==> src/rtl/max_min_scan_ctrl_if.sv <==
// Handshake bundle for max_min_scan_ctrl: start/busy control, sample stream in,
// result stream out.
interface max_min_scan_ctrl_if #(
  parameter int WIDTH = 8,
  parameter int IDXW  = 3
);
  logic             start;
  logic             busy;
  logic             in_valid;
  logic [WIDTH-1:0] in_data;
  logic             in_ready;
  logic             out_valid;
  logic             out_ready;
  logic [WIDTH-1:0] max_val;
  logic [WIDTH-1:0] min_val;
  logic [IDXW-1:0]  max_idx;
  logic [IDXW-1:0]  min_idx;

  modport master (
    output start, in_valid, in_data, out_ready,
    input  busy, in_ready, out_valid, max_val, min_val, max_idx, min_idx
  );

  modport slave (
    input  start, in_valid, in_data, out_ready,
    output busy, in_ready, out_valid, max_val, min_val, max_idx, min_idx
  );
endinterface

==> src/rtl/max_min_scan_ctrl.sv <==
// Scans a frame of N unsigned samples with one comparator pair and reports
// max/min values plus the index of their first occurrence.
module max_min_scan_ctrl #(
  parameter int N     = 5,
  parameter int WIDTH = 8
) (
  input  logic                 clk,
  input  logic                 rst,
  max_min_scan_ctrl_if.slave   bus
);
  localparam int IDXW = ($clog2(N) > 0) ? $clog2(N) : 1;
  localparam logic [IDXW-1:0] LAST = IDXW'(N - 1);

  typedef enum logic [1:0] {IDLE, LOAD, DONE} state_t;

  state_t          state;
  logic [IDXW-1:0] count;

  always_ff @(posedge clk) begin
    if (rst) begin
      state         <= IDLE;
      count         <= '0;
      bus.busy      <= 1'b0;
      bus.in_ready  <= 1'b0;
      bus.out_valid <= 1'b0;
      bus.max_val   <= '0;
      bus.min_val   <= '0;
      bus.max_idx   <= '0;
      bus.min_idx   <= '0;
    end else begin
      case (state)
        IDLE: begin
          if (bus.start) begin
            state        <= LOAD;
            count        <= '0;
            bus.busy     <= 1'b1;
            bus.in_ready <= 1'b1;
          end
        end

        LOAD: begin
          if (bus.in_valid) begin
            // First sample seeds both trackers; later ones use strict compares
            // so ties keep the earlier index.
            if (count == '0) begin
              bus.max_val <= bus.in_data;
              bus.min_val <= bus.in_data;
              bus.max_idx <= '0;
              bus.min_idx <= '0;
            end else begin
              if (bus.in_data > bus.max_val) begin
                bus.max_val <= bus.in_data;
                bus.max_idx <= count;
              end
              if (bus.in_data < bus.min_val) begin
                bus.min_val <= bus.in_data;
                bus.min_idx <= count;
              end
            end

            if (count == LAST) begin
              count         <= '0;
              state         <= DONE;
              bus.in_ready  <= 1'b0;
              bus.out_valid <= 1'b1;
            end else begin
              count <= count + IDXW'(1);
            end
          end
        end

        DONE: begin
          if (bus.out_ready) begin
            bus.out_valid <= 1'b0;
            if (bus.start) begin
              state        <= LOAD;
              count        <= '0;
              bus.in_ready <= 1'b1;
            end else begin
              state    <= IDLE;
              bus.busy <= 1'b0;
            end
          end
        end

        default: begin
          state         <= IDLE;
          count         <= '0;
          bus.busy      <= 1'b0;
          bus.in_ready  <= 1'b0;
          bus.out_valid <= 1'b0;
        end
      endcase
    end
  end
endmodule
==> src/flat_wrapper.sv <==
// flat-port wrapper written by rule: the top's interface ports become plain ports
module max_min_scan_ctrl_flat 
#(
  parameter int N     = 5,
  parameter int WIDTH = 8
)
  (clk, rst, bus_start, bus_in_valid, bus_in_data, bus_out_ready, bus_busy, bus_in_ready, bus_out_valid, bus_max_val, bus_min_val, bus_max_idx, bus_min_idx);
  max_min_scan_ctrl_if #(.WIDTH(WIDTH)) bus_i ();
  input  logic clk;
  input  logic rst;
  input wire logic [$bits(bus_i.start)-1:0] bus_start;
  input wire logic [$bits(bus_i.in_valid)-1:0] bus_in_valid;
  input wire logic [$bits(bus_i.in_data)-1:0] bus_in_data;
  input wire logic [$bits(bus_i.out_ready)-1:0] bus_out_ready;
  output wire logic [$bits(bus_i.busy)-1:0] bus_busy;
  output wire logic [$bits(bus_i.in_ready)-1:0] bus_in_ready;
  output wire logic [$bits(bus_i.out_valid)-1:0] bus_out_valid;
  output wire logic [$bits(bus_i.max_val)-1:0] bus_max_val;
  output wire logic [$bits(bus_i.min_val)-1:0] bus_min_val;
  output wire logic [$bits(bus_i.max_idx)-1:0] bus_max_idx;
  output wire logic [$bits(bus_i.min_idx)-1:0] bus_min_idx;
  assign bus_i.start = bus_start;
  assign bus_i.in_valid = bus_in_valid;
  assign bus_i.in_data = bus_in_data;
  assign bus_i.out_ready = bus_out_ready;
  assign bus_busy = bus_i.busy;
  assign bus_in_ready = bus_i.in_ready;
  assign bus_out_valid = bus_i.out_valid;
  assign bus_max_val = bus_i.max_val;
  assign bus_min_val = bus_i.min_val;
  assign bus_max_idx = bus_i.max_idx;
  assign bus_min_idx = bus_i.min_idx;
  max_min_scan_ctrl #(.N(N), .WIDTH(WIDTH)) u_core (.clk(clk), .rst(rst), .bus(bus_i));
endmodule
==> config.mk <==
export PLATFORM = sky130hd
export DESIGN_NAME = max_min_scan_ctrl_flat
export DESIGN_NICKNAME = d
export VERILOG_FILES = /design/src/rtl/max_min_scan_ctrl_if.sv /design/src/rtl/max_min_scan_ctrl.sv /design/src/flat_wrapper.sv
export SDC_FILE = /design/constraint.sdc
export NUM_CORES = 1
export LEC_CHECK = 0
export ABC_CLOCK_PERIOD_IN_PS = 3700
export BUFFER_PORTS_ARGS = -buffer_cell sky130_fd_sc_hd__buf_4
export CAP_MARGIN = 20
export CORE_MARGIN = 3
export CORE_UTILIZATION = 52
export CTS_BUF_LIST = sky130_fd_sc_hd__clkbuf_8
export DETAILED_ROUTE_END_ITERATION = 7
export PLACE_DENSITY = 0.87
export SYNTH_ARGS = -nofsm -noshare
export SYNTH_HDL_FRONTEND = slang
export SYNTH_SLANG_ARGS = --single-unit
export TNS_END_PERCENT = 10
==> constraint.sdc <==
create_clock -name clk -period 3.7 [get_ports clk]
set_input_delay 0.37 -clock clk [delete_from_list [all_inputs] [get_ports clk]]
set_output_delay 0.37 -clock clk [all_outputs]
set_load 0.1 [all_outputs]
==> summary.md <==
| Metric | Value |
|---|---|
| Status | `complete, no violations` |
| Vias | `1,568` |
| Critical path peak fanout | `10` |
| Final antenna diode count | `0` |
| Synth async-reset ratio | `0%` |
| Vias in the first global route | `1,327` |
| Worst-case clock skew | `0.00447 ns` |
| Fillers | `255` |
| Sequential share of power | `40.4%` |
| Layout cells sized above 1 | `21.4%` |
| Final min period | `2.07 ns` |
| Initial antenna violation count | `0` |
| Max clock buf depth | `2` |
| Syn Inst Count | `205` |
| CTS tree | `done` |
| Final critical-path share of the clock period | `56.0%` |
| Die width | `63.7 µm` |
| Comb pwr share | `24.0%` |
| List of most frequent post-synthesis cells | `dfxtp_1, nand2b_1, a21oi_1` |
| Global route total overflow | `0` |
| Psw | `273 µW` |
| CTS Buf Count | `5` |
| R2r startpoint | `u_core.bus.max_val[2]` |
| Final Wtd Congestion | `0.729` |
| RSZ-0062 raised after global routing | `false` |
| Synth cell types | `38` |
| CP Launch Type | `register` |
| Setup Buffers After CTS | `0` |
| Worst-margin pin slew | `0.523 ns` |
| Max_cap viols | `0` |
| Initial Util | `55.8%` |
| Max stage delay cell, worst path | `o21a_1` |
| Critical Path End Type | `register` |
| Maximum number of pins on one net before global-route repair | `41` |
| Die ar. | `0.00406 mm²` |
| Worst Path Arrival | `2.28 ns` |
| DR iter-0 viols | `78` |
| Router iterations before antenna repair | `4` |
| CTS sink cnt | `30` |
| Cell Count Post-Placement | `279` |
| Average cell area after synthesis | `8.45 µm²` |
| Fmax | `482 MHz` |
| Core area | `0.00310 mm²` |
| Slew Viols, Final | `0` |
| Worst relative slew slack | `65.1%` |
| Reg2reg setup slack | `1.63 ns` |
| Ys flop type | `dfxtp_1` |
| Mean number of vias per cell | `5.46` |
| I/O Buffers | `37` |
| Worst hold start | `bus_in_data[1]` |
| Hold Path Depth | `3` |
| Delay-heaviest family, CP | `compound AO/OA/AOI/OAI gates` |
| Synth top area cells | `dfxtp_1, ha_1, nand2b_1` |
| Worst Hold End | `u_core.bus.max_val[1]` |
| Clock Pin Slew Worst Setup and Hold Paths | `0.06 ns` |
| Final setup vio count | `0` |
| WHS | `0.388 ns` |
| Leak pwr | `0.000846 µW` |
| Yosys Warn Count | `0` |
| Clock tree root driver cell | `clkbuf_8` |
| Rows | `20` |
| Fin nets | `272` |
| Clock H-tree levels | `2` |
| Final hold vios | `0` |
| Crit path kind | `reg -> reg` |
| Io pins | `38` |
| Post-CTS Resized | `0` |
| Final wirelength | `3710 µm` |
| Count leader, synth | `dfxtp_1` |
| Post-route DRC | `0` |
| Critical Path RT | `3.91 ns` |
| Post-CTS Hold Buffers | `0` |
| Post-route insts no fill | `287` |
| Latest clock arrival within the worst-skew pair | `0.28 ns` |
| Clock power frac | `35.5%` |
| Setup_tns | `0 ns` |
| First-pass GRT wire length | `6040 µm` |
| FF+latch count, synth | `30` |
| Area leader, netlist | `dfxtp_1` |
| Antenna-violating nets left | `0` |
| GRT Overall Usage | `19.0%` |
| Critical Path, Cell by Cell | `inv_1 -> ha_1 -> and4_2 -> nand2b_1 -> a21oi_2 -> o21a_1 -> mux2i_1` |
| Reg2reg path depth | `7` |
| Register area share after synthesis | `34.7%` |
| Yosys top cell area share | `34.7%` |
| Int Power | `587 µW` |
| VDD IR max | `0.216 mV` |
| Power Density | `401 mW/mm²` |
| CP peak stage delay | `0.49 ns` |
| Area Overhead vs Synth | `23.7%` |
| Post-Syn Nets | `235` |
| Post-synth EDFFs | `0` |
| Critical R2R Capture | `u_core.bus.max_val[7]` |
| Switching Share | `31.8%` |
| DP HPWL | `2760 µm` |
| Die Span Y | `63.7 µm` |
| Post-synthesis cell area | `0.00173 mm²` |
| Worst min path class | `in -> reg` |
| Wirelength per Cell | `12.9 µm` |
| Crit path buffers/inverters | `1` |
cell type report:
class / instances / area, µm² / area share [%]
Multi-Input combinational cell: 148 / 1020 / 47.6
Clock buffer: 8 / 110 / 5.14
Timing Repair Buffer: 38 / 285 / 13.3
Inverter: 19 / 71.3 / 3.33
Tap cell: 44 / 55.1 / 2.57
Sequential cell: 30 / 601 / 28.0
cell families (layout without fill, tap and decap cells):
family / after synthesis / in the layout / synth area share, %
flops: 30 / 30 / 34.7
simple gates: 68 / 68 / 22.3
buf+inv: 27 / 65 / 6.43
fa+ha+maj: 17 / 17 / 12.3
mux: 10 / 10 / 5.92
compound gates: 53 / 53 / 18.4
power groups by stage:
stage	sequential (µW)	combinational [µW]	clock, µW
final	348	207	305
after global routing	349	222	330
after CTS	347	207	312
after detailed placement	354	206	0
after global placement	354	203	0
after floorplan	431	81.1	0
worst max-delay path by stage:
stage	slack, ns	to	cells past startpoint	start
4_1_cts	1.60	u_core.bus.max_val[7]	7	u_core.bus.max_val[2]
2_1_floorplan	1.26	u_core.bus.max_val[0]	8	u_core.bus.max_val[2]
5_1_grt	1.46	u_core.bus.max_val[4]	7	u_core.bus.max_val[2]
3_5_place_dp	1.52	u_core.bus.max_val[7]	7	bus_in_data[2]
6_report	1.63	u_core.bus.max_val[7]	7	u_core.bus.max_val[2]
3_3_place_gp	1.60	u_core.bus.max_val[1]	7	bus_in_data[2]
worst min-delay path: cells and delay by family:
| family | cells | cell delay [ns] |
|---|---|---|
| buf+inv | 1 | 0.13 |
| simple gates | 1 | 0.06 |
| mux | 1 | 0.06 |
stage by stage:
stage	worst slack, ns	util [%]	power (µW)	instance area [µm²]
floorplan	1.26	-	512	1730
global placement	1.60	65.5	556	2030
detailed placement	1.52	65.5	561	2030
CTS	1.60	69.0	867	2140
global route	1.46	69.0	901	2140
finish	1.63	69.0	860	2140
flip-flops by register name (all words and copies together) (netlist names):
name	cells
u_core.bus.in_ready	1
u_core.bus.min_idx	3
u_core.bus.out_valid	1
u_core.bus.min_val	8
u_core.state	2
u_core.bus.max_idx	3
u_core.bus.busy	1
u_core.count	3
u_core.bus.max_val	8
cell usage in the layout (no fill, tap or decap), drive strengths merged, types with 3 or more instances in the layout:
master / instances
a21oi: 21
buf: 38
clkbuf: 8
dfxtp: 30
ha: 17
inv: 19
mux2i: 8
nand2: 8
nand2b: 22
nand3: 17
nor2: 6
o211ai: 4
o21ai: 13
o22ai: 3
or3: 3
layer usage:
layer	vias up	GRT usage, %	wire, µm
li1	799	-	-
met3	7	5.35	257
met4	0	8.63	61
met1	711	25.5	1730
met2	51	28.2	1670
met5	-	0	0
(Power assumes the default switching activity.)
